<file path="src/rtl/core_pkg.sv">
// Shared core constants for the pipeline stage registers, plus the skid
// buffer state encoding.
package core_pkg;

  localparam int unsigned CORE_XLEN       = 32;
  localparam int unsigned CORE_REG_ADDR_W = 5;

  localparam logic [CORE_XLEN-1:0]       DATA_ZERO = '0;
  localparam logic [CORE_REG_ADDR_W-1:0] ADDR_ZERO = '0;

  // Payload layout: {reg_data, mem_data, memtoreg, regwrite, rd}
  localparam int unsigned STAGE_PAYLOAD_W = 2*CORE_XLEN + 2 + CORE_REG_ADDR_W;

  typedef enum logic [1:0] {
    SB_EMPTY = 2'd0,
    SB_ONE   = 2'd1,
    SB_FULL  = 2'd2
  } skid_state_e;

  function automatic int unsigned stage_payload_w(input int unsigned xlen,
                                                  input int unsigned addr_w);
    return 2*xlen + 2 + addr_w;
  endfunction

endpackage

</file>
<file path="src/rtl/pipe_skid_buf.sv">
// Generic valid/ready stage buffer with synchronous flush. SKID=1 gives a
// 2-entry skid with registered ready_o; SKID=0 a single register.
module pipe_skid_buf
  import core_pkg::*;
#(
  parameter int unsigned WIDTH = STAGE_PAYLOAD_W,
  parameter int unsigned SKID  = 1
) (
  input  logic             clk_i,
  input  logic             rst_ni,
  input  logic             flush_i,
  input  logic             valid_i,
  output logic             ready_o,
  input  logic [WIDTH-1:0] data_i,
  output logic             valid_o,
  input  logic             ready_i,
  output logic [WIDTH-1:0] data_o,
  output logic [1:0]       occupancy_o
);

  skid_state_e      r_state;
  skid_state_e      w_state_nxt;
  logic [WIDTH-1:0] r_m;
  logic [WIDTH-1:0] r_s;
  logic             w_in;
  logic             w_out;
  logic             w_load_m_in;
  logic             w_load_m_s;
  logic             w_load_s;

  assign w_in  = valid_i & ready_o;
  assign w_out = valid_o & ready_i;

  always_ff @(posedge clk_i or negedge rst_ni) begin
    if (!rst_ni) begin
      r_state <= SB_EMPTY;
    end else begin
      r_state <= w_state_nxt;
    end
  end

  // With SKID=0 an input transfer in ONE implies ready_i, so FULL is unreachable.
  always_comb begin
    w_state_nxt = r_state;
    if (flush_i) begin
      w_state_nxt = SB_EMPTY;
    end else begin
      unique case (r_state)
        SB_EMPTY: if (w_in) w_state_nxt = SB_ONE;
        SB_ONE: begin
          if (w_in && !w_out)      w_state_nxt = SB_FULL;
          else if (!w_in && w_out) w_state_nxt = SB_EMPTY;
        end
        SB_FULL:  if (w_out) w_state_nxt = SB_ONE;
        default:  w_state_nxt = SB_EMPTY;
      endcase
    end
  end

  always_comb begin
    valid_o     = (r_state != SB_EMPTY);
    ready_o     = (SKID != 0) ? (r_state != SB_FULL)
                              : (ready_i | (r_state == SB_EMPTY));
    occupancy_o = 2'd0;
    unique case (r_state)
      SB_ONE:  occupancy_o = 2'd1;
      SB_FULL: occupancy_o = 2'd2;
      default: occupancy_o = 2'd0;
    endcase
    w_load_m_in = !flush_i & w_in &
                  ((r_state == SB_EMPTY) | ((r_state == SB_ONE) & w_out));
    w_load_s    = !flush_i & w_in & (r_state == SB_ONE) & !w_out;
    w_load_m_s  = !flush_i & (r_state == SB_FULL) & w_out;
  end

  always_ff @(posedge clk_i or negedge rst_ni) begin
    if (!rst_ni) begin
      r_m <= '0;
      r_s <= '0;
    end else begin
      if (w_load_m_in)     r_m <= data_i;
      else if (w_load_m_s) r_m <= r_s;
      if (w_load_s)        r_s <= data_i;
    end
  end

  assign data_o = r_m;

endmodule

</file>
<file path="src/rtl/mem_wb_skid.sv">
// MEM/WB stage register: handshaked payload hold, x0 write suppression and
// pre-muxed writeback data.
module mem_wb_skid
  import core_pkg::*;
#(
  parameter int unsigned XLEN       = CORE_XLEN,
  parameter int unsigned REG_ADDR_W = CORE_REG_ADDR_W,
  parameter int unsigned SKID       = 1
) (
  input  logic                  clk_i,
  input  logic                  rst_ni,
  input  logic                  flush_i,
  input  logic                  valid_i,
  output logic                  ready_o,
  input  logic [XLEN-1:0]       reg_data_i,
  input  logic [XLEN-1:0]       mem_data_i,
  input  logic                  memtoreg_i,
  input  logic                  regwrite_i,
  input  logic [REG_ADDR_W-1:0] rd_i,
  output logic                  valid_o,
  input  logic                  ready_i,
  output logic [XLEN-1:0]       reg_data_o,
  output logic [XLEN-1:0]       mem_data_o,
  output logic                  memtoreg_o,
  output logic                  regwrite_o,
  output logic [REG_ADDR_W-1:0] rd_o,
  output logic [XLEN-1:0]       wb_data_o,
  output logic                  wb_we_o,
  output logic [1:0]            occupancy_o
);

  localparam int unsigned PW = stage_payload_w(XLEN, REG_ADDR_W);

  logic [PW-1:0] w_pay_in;
  logic [PW-1:0] w_pay_out;
  logic          w_regwrite;

  assign w_regwrite = regwrite_i & (rd_i != '0);
  assign w_pay_in   = {reg_data_i, mem_data_i, memtoreg_i, w_regwrite, rd_i};

  pipe_skid_buf #(
    .WIDTH (PW),
    .SKID  (SKID)
  ) u_buf (
    .clk_i       (clk_i),
    .rst_ni      (rst_ni),
    .flush_i     (flush_i),
    .valid_i     (valid_i),
    .ready_o     (ready_o),
    .data_i      (w_pay_in),
    .valid_o     (valid_o),
    .ready_i     (ready_i),
    .data_o      (w_pay_out),
    .occupancy_o (occupancy_o)
  );

  assign {reg_data_o, mem_data_o, memtoreg_o, regwrite_o, rd_o} = w_pay_out;

  assign wb_data_o = memtoreg_o ? mem_data_o : reg_data_o;
  assign wb_we_o   = valid_o & regwrite_o;

endmodule

</file>
<file path="config.mk">
export PLATFORM = sky130hd
export DESIGN_NAME = mem_wb_skid
export DESIGN_NICKNAME = d
export VERILOG_FILES = /design/src/rtl/core_pkg.sv /design/src/rtl/pipe_skid_buf.sv /design/src/rtl/mem_wb_skid.sv
export SDC_FILE = /design/constraint.sdc
export NUM_CORES = 1
export LEC_CHECK = 0
export BUFFER_PORTS_ARGS = -buffer_cell sky130_fd_sc_hd__clkbuf_2
export CORE_AREA = 2 2 144 146
export DETAILED_ROUTE_END_ITERATION = 10
export DIE_AREA = 0 0 146 148
export GPL_TIMING_DRIVEN = 1
export PLACE_DENSITY = 0.58
export SKIP_CTS_REPAIR_TIMING = 1
export SLEW_MARGIN = 25
export SYNTH_ARGS = -nofsm -noshare
export SYNTH_HDL_FRONTEND = slang
export SYNTH_SLANG_ARGS = --single-unit
</file>
<file path="constraint.sdc">
create_clock -name clk_i -period 4.22 [get_ports clk_i]
set_input_delay 0.844 -clock clk_i [delete_from_list [all_inputs] [get_ports clk_i]]
set_output_delay 0.844 -clock clk_i [all_outputs]
set_load 0.1 [all_outputs]
</file>
Yosys cells after proc, flatten, opt, wreduce, memory -nomap -nowiden

Index checks and enable logic that the tools add are counted.

Equal/unequal tests: 6
Multiplexer cells: 10
Bitwise gates (word level): 12
Reductions and logical operators: 10

Operators by type and width:

| kind               | count |
|---|---|
| $mux 71            | 2 |
| $mux 32            | 1 |
| $and 1x1->1        | 11 |
| $mux 2             | 5 |
| $ne 3x2->1 const B | 2 |
| $pmux 2 s3         | 1 |
| $reduce_bool 5->1  | 1 |
| $ne 4x2->1 const B | 1 |
| $pmux 2 s2         | 1 |
| $reduce_bool 2->1  | 2 |
| $logic_not 1->1    | 3 |
| $reduce_and 3->1   | 1 |
| $eq 2x1->1 const B | 1 |
| $eq 2x2->1 const B | 1 |
| $logic_and 1x1->1  | 2 |
| $logic_not 2->1    | 1 |
| $ne 2x2->1 const B | 1 |
| $or 1x1->1         | 1 |

Word-level logic and storage cells: 41
Output and inout bits: 108
Register bits after elaboration: 144
Bits of input ports: 76

Depth between registers and ports, before layout

Gate-level depths: netlist of the first run.

Depth after elaboration: 8
Mapped depth: 6
Gate-level depth less buffers: 6

Modules after synthesis

From an unflattened synthesis of the first run, not the netlist that was laid out.

Cell total of the unflattened synthesis: 512
Area total of the unflattened synthesis: 6,782.8 um2

By module, submodules not included:

| module        | seq. area each (um2) | cells each | area an instance (um2) | times used |
|---|---|---|---|---|
| pipe_skid_buf | 3,603.5              | 473        | 6,373.6                | 1 |
| mem_wb_skid   | 0.0                  | 39         | 409.1                  | 1 |

Least setup slack after synthesis of the first run

Ideal clock, no wire load.

Path type: reg2reg
From: register u_buf.r_state[1]
To: register u_buf.r_m[5], in the netlist u_buf.data_o[5]
Arrival: 3.470 ns
Cell stages (with the launch flop): 7
Library setup time: 0.130 ns
Data required time: 4.090 ns
Path buffers: 0
Setup slack: 0.620 ns
Path through: dfrtp_1 -> inv_1 -> nor2_1 -> inv_1 -> nor3b_1 -> mux2i_1 -> mux2i_1

Elaborated cells between the ends (all ways): 15

RTL lines:

| item                                                | RTL line            | text |
|---|---|---|
| from (decl)                                         | pipe_skid_buf.sv:21 | `skid_state_e r_state;` |
| from (signal assigned)                              | pipe_skid_buf.sv:38 | `r_state <= w_state_nxt;` |
| $ne 2x2->1 *                                        | pipe_skid_buf.sv:62 | `ready_o = (SKID != 0) ? (r_state != SB_FULL)` |
| via ready_o                                         | mem_wb_skid.sv:14   | `output logic ready_o,` |
| $and 1x1->1 *                                       | pipe_skid_buf.sv:31 | `assign w_in = valid_i & ready_o;` |
| $and 1x1->1 * (2 in a row)                          | pipe_skid_buf.sv:70 | `w_load_m_in = !flush_i & w_in &` |
| $mux 71 / $reduce_bool 2->1 (equally long branches) | -                   |  |
| to (signal assigned)                                | pipe_skid_buf.sv:81 | `if (w_load_m_in) r_m <= data_i;` |
| to (signal assigned)                                | pipe_skid_buf.sv:82 | `else if (w_load_m_s) r_m <= r_s;` |
| to (decl)                                           | pipe_skid_buf.sv:23 | `logic [WIDTH-1:0] r_m;` |

Mark *: on every way through the listed nets, which the timed path passes. The rest lies on a longest branch.
A chain may end at the register's enable or synchronous reset.

Worst setup path in the final report of the first run

From: register u_buf.r_m[6], in the netlist u_buf.data_o[6]
To: output port wb_data_o[0]

Cells in the longest elaborated chain, start to end: 1

RTL lines:

| item      | RTL line          | text |
|---|---|---|
| $mux 32   | mem_wb_skid.sv:59 | `assign wb_data_o = memtoreg_o ? mem_data_o : reg_data_o;` |
| to (decl) | mem_wb_skid.sv:27 | `output logic [XLEN-1:0] wb_data_o,` |

No other way between the ends.

==> flow_metrics.tcl, run 1 <==
set metrics [dict create \
    status "finished clean" \
    gp_congestion 0.7443 \
    grt_max_degree 77 \
    use_met3 0.04784 \
    die_h_um 148 \
    clk_pin_slew_worst_paths_ns 0.07 \
    grt_pass1_wl_um 24090 \
    grt-ovfl-total 0 \
    ctsHtreeMaxLevel 4 \
    drv_slew 0 \
    cp.arrival_ns 2.18 \
    ys_async_sr_fraction 1.000 \
    core_um2 20040 \
    finalClockSkew_ns 0.009969 \
    grt_use_met1 0.1762 \
    fmax_mhz 330.8 \
    critPathKind "flip-flop to output port" \
    cts_root_buffer "clkbuf_16" \
    slew_headroom 0.3982 \
    insertion_delay_ns 0.42 \
    reg2reg_slack_ns 2.04 \
    setup_viol 0 \
    cts_buffer_depth 2 \
    netlist-cell-type-count 24 \
    fin_crit_sh 0.7164 \
    busiest_layer "met2" \
    reg2reg_from "u_buf.r_state[1]" \
    cts-buffers-inserted 17 \
    fin_tns_setup_ns 0 \
    num_antenna_cells 0 \
    rr_worst_depth 5 \
    remaining_drc_errors 0 \
    maxCapViolCount 0 \
    vias 4258 \
    finalCriticalPeriod_ns 3.023 \
    rows 52 \
    worstMarginPinSlew_ns 0.9027 \
    gr-usage-all-layers 0.1411 \
    dp_hpwl_um 9958 \
    grt_pass1_vias 4642 \
    portBuffers 183 \
    antenna_left 0 \
    met2_usage 0.2330 \
    hp-class "input pin to asynchronous set/reset pin" \
    cts_tree "done" \
    cp-start-kind "flip-flop" \
    synth_ff_type "dfrtp_1" \
    finalHoldViolCount 0 \
    drive_above_1_share 0.7386 \
    syn_area_um2 6942 \
    synth.net_count 515 \
    antenna_found_initial 0 \
    nets 698 \
    regToRegEndpoint "u_buf.data_o[47]" \
    num_io_pins 184 \
    syn_area_per_cell_um2 15.81 \
    critical_path_required_ns 3.38 \
    seq_area_frac_synth 0.5191 \
    syn2layout_area_growth_pct 24.98 \
    fillerInstances 1909 \
    vias_per_cell 4.705 \
    path_max_fanout 34 \
    cts_sinks 144 \
    drt_iter0_drc 138 \
    rsz0062_at_grt "false" \
    die-area_um2 21610 \
    synth_seq_cells 144 \
    wl_um 14560 \
    syn_inst 439 \
    start_util 0.3464 \
    die_w_um 146 \
    routedWlPerCell_um 16.09 \
    synth_edf_count 0 \
    yosys_warnings 0 \
    drt-pass1-iter-count 4 \
    critPathCaptureType "output port" \
]
[registers in the layout (all words and copies together), names as in the netlist]
register	count
u_buf.r_state	2
u_buf.r_s	71
u_buf.data_o	71
[area by class of cell]
class,count,area (um2),share of cell area
sequential,144,3605,0.4155
multi-input combinational,266,3166,0.3649
timing repair buffer,190,999.7,0.1152
tap,270,337.8,0.03894
clock inverter,13,103.9,0.01197
clock buffer,19,452.9,0.05221
inverter,3,11.26,0.001298
[per-layer routing]
layer	share of wire	vias to the layer above
li1	-	1952
met1	0.44	2171
met2	0.49	124
met3	0.063	11
met4	0.0093	0
met5	0	-
[kinds of logic after synthesis]
group                  synth area share
multiplexers                     0.4342
flip-flops                       0.5191
buffers and inverters           0.02595
AND/OR/NAND/NOR                 0.01550
AO/OA/AOI/OAI                  0.005226
[cell usage in the layout (no fill, tap or decap), drive strengths merged]
cell / synthesis / routed
or2: 1 / 1
and3: 1 / 1
nor3b: 1 / 1
nand2b: 1 / 1
inv: 3 / 7
nand4: 1 / 1
mux2i: 3 / 3
nor2: 3 / 3
clkbuf: 4 / 201
a211oi: 1 / 1
buf: 22 / 8
nor2b: 1 / 1
nand2: 2 / 2
dfrtp: 144 / 144
or4: 1 / 1
clkinvlp: 0 / 5
clkinv: 0 / 4
o21ai: 4 / 4
and2: 1 / 1
nand3: 1 / 1
nand4b: 1 / 1
mux2: 242 / 242
a21oi: 1 / 1
[metrics by stage]
stage | util | instance area [um2] | std cells | setup slack [ns] | hold slack, ns
3_3_place_gp | 0.4052 | 8119 | 873 | 1.514 | 0.4736
6_report | 0.4329 | 8676 | 905 | 1.197 | 0.4078
5_1_grt | 0.4329 | 8676 | 905 | 1.069 | 0.4559
2_1_floorplan | - | 6942 | 439 | 0.6202 | 0.4496
4_1_cts | 0.4329 | 8676 | 905 | 1.095 | 0.4342
3_5_place_dp | 0.4052 | 8119 | 873 | 1.453 | 0.4921
[cell usage after synthesis, types with 2 or more instances]
library cell  instances  share of area
dfrtp_1             144           0.52
buf_2                15          0.011
mux2_2              173           0.28
nand2_1               2         0.0011
clkbuf_1              4         0.0022
o21ai_0               3         0.0022
nor2_1                3         0.0016
buf_6                 7          0.011
mux2_4               69           0.15
mux2i_1               3         0.0043
inv_1                 3         0.0016
[worst max-delay path, cell delays in order, from the launching register on]
cell      delay [ns]
dfrtp_2         0.96
mux2_2          0.43
clkbuf_2        0.38
[worst max-delay path by stage]
stage                     start          endpoint  cells past startpoint
6_report        u_buf.data_o[6]      wb_data_o[0]                      2
5_1_grt         u_buf.data_o[6]      wb_data_o[0]                      2
4_1_cts         u_buf.data_o[6]      wb_data_o[0]                      2
3_5_place_dp            flush_i  u_buf.data_o[47]                      6
3_3_place_gp            flush_i  u_buf.data_o[40]                      6
2_1_floorplan  u_buf.r_state[1]   u_buf.data_o[5]                      6
Power of run 1 is left out: the tool's default activity adds up to more than one toggle a clock period on the data nets, which glitch-free logic cannot reach.
==> run 2: changes to the inputs <==
==> constraint.sdc (replaced) <==
create_clock -name clk_i -period 3.17 [get_ports clk_i]
set_input_delay 0.634 -clock clk_i [delete_from_list [all_inputs] [get_ports clk_i]]
set_output_delay 0.634 -clock clk_i [all_outputs]
set_load 0.1 [all_outputs]
==> flow_metrics.tcl, run 2 (synthesized netlist as in run 1, its figures left out) <==
set metrics [dict create \
    status "finished clean" \
    num_io_pins 184 \
    grt_max_degree 72 \
    critPathBufInv 1 \
    num_antenna_cells 0 \
    worstMarginPinSlew_ns 0.8719 \
    gr-usage-all-layers 0.1378 \
    cp-start-kind "flip-flop" \
    finalClockSkew_ns 0.008851 \
    reg2reg_slack_ns 1.22 \
    vias_per_cell 4.666 \
    ctsHtreeMaxLevel 4 \
    routedWlPerCell_um 16.14 \
    critical_path.top_delay_family "flip-flops" \
    cts_root_buffer "clkbuf_16" \
    path_max_fanout 33 \
    critPathCaptureType "output port" \
    wl_met1_um 6600 \
    fin_crit_sh 0.8807 \
    drive_above_1_share 0.7397 \
    placedCellCount 874 \
    route.met3.wl_um 909 \
    antenna_found_initial 0 \
    critical_path_required_ns 2.54 \
    cts-buffers-inserted 17 \
    final_common_cell "clkbuf_2" \
    fin_tns_setup_ns 0 \
    dp_hpwl_um 9706 \
    drt-pass1-iter-count 4 \
    die-area_um2 21610 \
    grt-ovfl-total 0 \
    cts_sinks 144 \
    drt_iter0_drc 72 \
    die_w_um 146 \
    finalHoldViolCount 0 \
    critical_path.cell_chain "mux2_2 > clkbuf_2" \
    grt_pass1_wl_um 23180 \
    antenna_left 0 \
    cp.arrival_ns 2.16 \
    setup_viol 0 \
    rr_worst_depth 5 \
    fmax_mhz 358.2 \
    top_layer_used "met4" \
    start_util 0.3464 \
    reg2reg_from "u_buf.r_state[0]" \
    slowest_stage "dfrtp_2" \
    finalCriticalPeriod_ns 2.792 \
    layout_setup_ws_ns 0.3781 \
    grt_pass1_vias 4445 \
    cts_buffer_depth 2 \
    slew_headroom 0.4187 \
    layout_common_cells "clkbuf_2, mux2_2, dfrtp_1, mux2_4, clkbuf_16" \
    gp_congestion 0.7251 \
    max_stage_delay_ns 0.94 \
    wl_um 14590 \
    clk_pin_slew_worst_paths_ns 0.06 \
    portBuffers 183 \
    syn2layout_area_growth_pct 25.79 \
    cts_tree "done" \
    drv_slew 0 \
    vias 4218 \
    rows 52 \
    remaining_drc_errors 0 \
    regToRegEndpoint "u_buf.data_o[70]" \
    rsz0062_at_grt "false" \
    maxCapViolCount 0 \
    critPathKind "flip-flop to output port" \
    die_h_um 148 \
    hp-class "input pin to asynchronous set/reset pin" \
    fin_cells 904 \
    met2WireLength_um 6948 \
    core_um2 20040 \
    nets 699 \
    pre_cts_ws_ns 0.7732 \
    insertion_delay_ns 0.41 \
]
## run 2: worst max path at each step
stage | slack (ns) | startpoint | depth (start not counted) | end
after global routing | 0.22 | u_buf.data_o[6] | 2 | wb_data_o[5]
after global placement | 0.82 | u_buf.data_o[6] | 2 | wb_data_o[16]
after detailed placement | 0.77 | u_buf.data_o[6] | 2 | wb_data_o[5]
after floorplan | 0.29 | u_buf.r_state[1] | 6 | u_buf.data_o[5]
after CTS | 0.31 | u_buf.data_o[6] | 2 | wb_data_o[5]
final | 0.38 | u_buf.data_o[6] | 2 | wb_data_o[16]
## run 2: per-stage QoR
step	hold WS (ns)	cell area (um2)	util
final	0.1763	8732	0.4358
after global routing	0.1853	8732	0.4358
after CTS	0.1826	8732	0.4358
after detailed placement	0.4805	8129	0.4057
after global placement	0.4686	8129	0.4057
after floorplan	0.3384	6944	-
## run 2: worst register-to-register path, cell delays in order (launching register included)
cell and delay [ns]:
dfrtp_1 0.49, nand2b_4 0.10, nand4_4 0.11, buf_12 0.48
mux2_2 0.41, mux2_2 0.25
## run 2: cell type report
class | instances | area (um2)
Multi-Input combinational cell | 266 | 3168
Tap cell | 270 | 337.8
Inverter | 3 | 11.26
Clock buffer | 20 | 466.7
Fill cell | 1909 | 11310
Timing Repair Buffer | 191 | 1007
Clock inverter | 10 | 136.4
Sequential cell | 144 | 3605
## run 2: layer usage
layer / up-vias / GRT usage
met5: - / 0
li1: 1953 / -
met4: 0 / 0.04223
met2: 128 / 0.2193
met1: 2127 / 0.1753
met3: 10 / 0.05154
Power of run 2 is left out for the same reason.
==> run 3: changes to the inputs <==
--- a/config.mk
+++ b/config.mk
@@ -11,6 +11,7 @@
 export DIE_AREA = 0 0 146 148
 export GPL_TIMING_DRIVEN = 1
 export PLACE_DENSITY = 0.58
+export SETUP_SLACK_MARGIN = 0.1
 export SKIP_CTS_REPAIR_TIMING = 1
 export SLEW_MARGIN = 25
 export SYNTH_ARGS = -nofsm -noshare
==> constraint.sdc (replaced) <==
create_clock -name clk_i -period 3.17 [get_ports clk_i]
set_input_delay 0 -clock clk_i [delete_from_list [all_inputs] [get_ports clk_i]]
set_output_delay 0 -clock clk_i [all_outputs]
set_load 0.1 [all_outputs]
==> flow_metrics.tcl, run 3 (synthesized netlist as in run 1, its figures left out) <==
set metrics [dict create \
    fin_tns_setup_ns 0 \
    grt_pass1_wl_um 24050 \
    wl_um 15160 \
    num_io_pins 184 \
    rows 52 \
    hp-class "input pin to flip-flop" \
    grt-ovfl-total 0 \
    die_h_um 148 \
    drt_iter0_drc 99 \
    vias 4490 \
    remaining_drc_errors 0 \
    insertion_delay_ns 0.41 \
    critical_path_required_ns 3.46 \
    final_common_cell "clkbuf_2" \
    ctsHtreeMaxLevel 4 \
    rr_worst_depth 5 \
    fin_crit_sh 0.7588 \
    cts_buffer_depth 2 \
    critPathCaptureType "flip-flop" \
    fmax_mhz 415.7 \
    portBuffers 183 \
    cts-buffers-inserted 17 \
    cts_root_buffer "clkbuf_16" \
    die-area_um2 21610 \
    worstMarginPinSlew_ns 0.9308 \
    nets 772 \
    antenna_left 0 \
    layout_common_cells "clkbuf_2, mux2_2, dfrtp_1, dlygate4sd3_1, mux2_4" \
    reg2reg_from "u_buf.r_state[1]" \
    status "finished clean" \
    slew_headroom 0.3795 \
    syn2layout_area_growth_pct 36.95 \
    routedWlPerCell_um 15.49 \
    critPathKind "flip-flop to flip-flop" \
    drive_above_1_share 0.6587 \
    rsz0062_at_grt "false" \
    gr-usage-all-layers 0.1401 \
    finalHoldViolCount 0 \
    cp.arrival_ns 2.70 \
    regToRegEndpoint "u_buf.data_o[66]" \
    setup_viol 0 \
    fillerInstances 1838 \
    num_antenna_cells 0 \
    clk_pin_slew_worst_paths_ns 0.06 \
    cts_sinks 144 \
    grt_pass1_vias 4574 \
    finalClockSkew_ns 0.01118 \
    antenna_found_initial 0 \
    dp_hpwl_um 10140 \
    reg2reg_slack_ns 0.76 \
    finalCriticalPeriod_ns 2.405 \
    die_w_um 146 \
    gp_congestion 0.7204 \
    cp-endpoint "u_buf.data_o[66]" \
    vias_per_cell 4.586 \
    maxCapViolCount 0 \
    drv_slew 0 \
    core_um2 20040 \
    cts_tree "done" \
    start_util 0.3464 \
    pre_cts_ws_ns 0.7222 \
    grt_max_degree 80 \
    startpoint "u_buf.r_state[1]" \
    cp-start-kind "flip-flop" \
    drt-pass1-iter-count 4 \
    layout_setup_ws_ns 0.7647 \
    path_max_fanout 34 \
]
[run 3: layout make-up]
type	count	area (um2)	share of cell area
clock buffers	24	491.7	0.05172
clock inverters	8	127.6	0.01342
repair buffers	264	1765	0.1857
flip-flops and latches	144	3605	0.3792
multi-input cells	266	3168	0.3332
well taps	270	337.8	0.03554
inverters	3	11.26	0.001185
[run 3: how the worst min path moves through the flow]
| stage | startpoint | to | slack [ns] | depth (start not counted) |
|---|---|---|---|---|
| after CTS | rst_ni | u_buf.r_s[68] | -0.35 | 1 |
| after global routing | ready_i | u_buf.r_state[0] | 0.11 | 5 |
| after global placement | rst_ni | u_buf.r_s[68] | 0.09 | 1 |
| final | ready_i | u_buf.r_state[0] | 0.08 | 5 |
| after floorplan | rst_ni | u_buf.data_o[0] | -0.30 | 0 |
| after detailed placement | rst_ni | u_buf.r_s[68] | 0.09 | 1 |
[run 3: layer usage]
layer | GRT usage | part of all wire | vias up
met5 | 0 | 0 | -
met1 | 0.1750 | 0.45 | 2260
li1 | - | - | 2100
met4 | 0.03398 | 0.010 | 0
met2 | 0.2335 | 0.49 | 119
met3 | 0.04969 | 0.044 | 11
[run 3: critical path: stages, from the launching register on]
cell and delay (ns):
dfrtp_1 0.41, inv_1 0.21, nand4_4 0.59, buf_12 0.46, mux2_4 0.32, mux2_2 0.26
[run 3: metrics by stage]
step	utilization	hold slack [ns]	instance area [um2]	cells
after floorplan	-	-0.2956	6944	439
after global placement	0.4065	0.08598	8147	873
after detailed placement	0.4065	0.09430	8147	873
after CTS	0.4374	-0.3542	8766	905
after global routing	0.4744	0.1087	9507	979
final	0.4744	0.07757	9507	979
Power of run 3 is left out for the same reason.
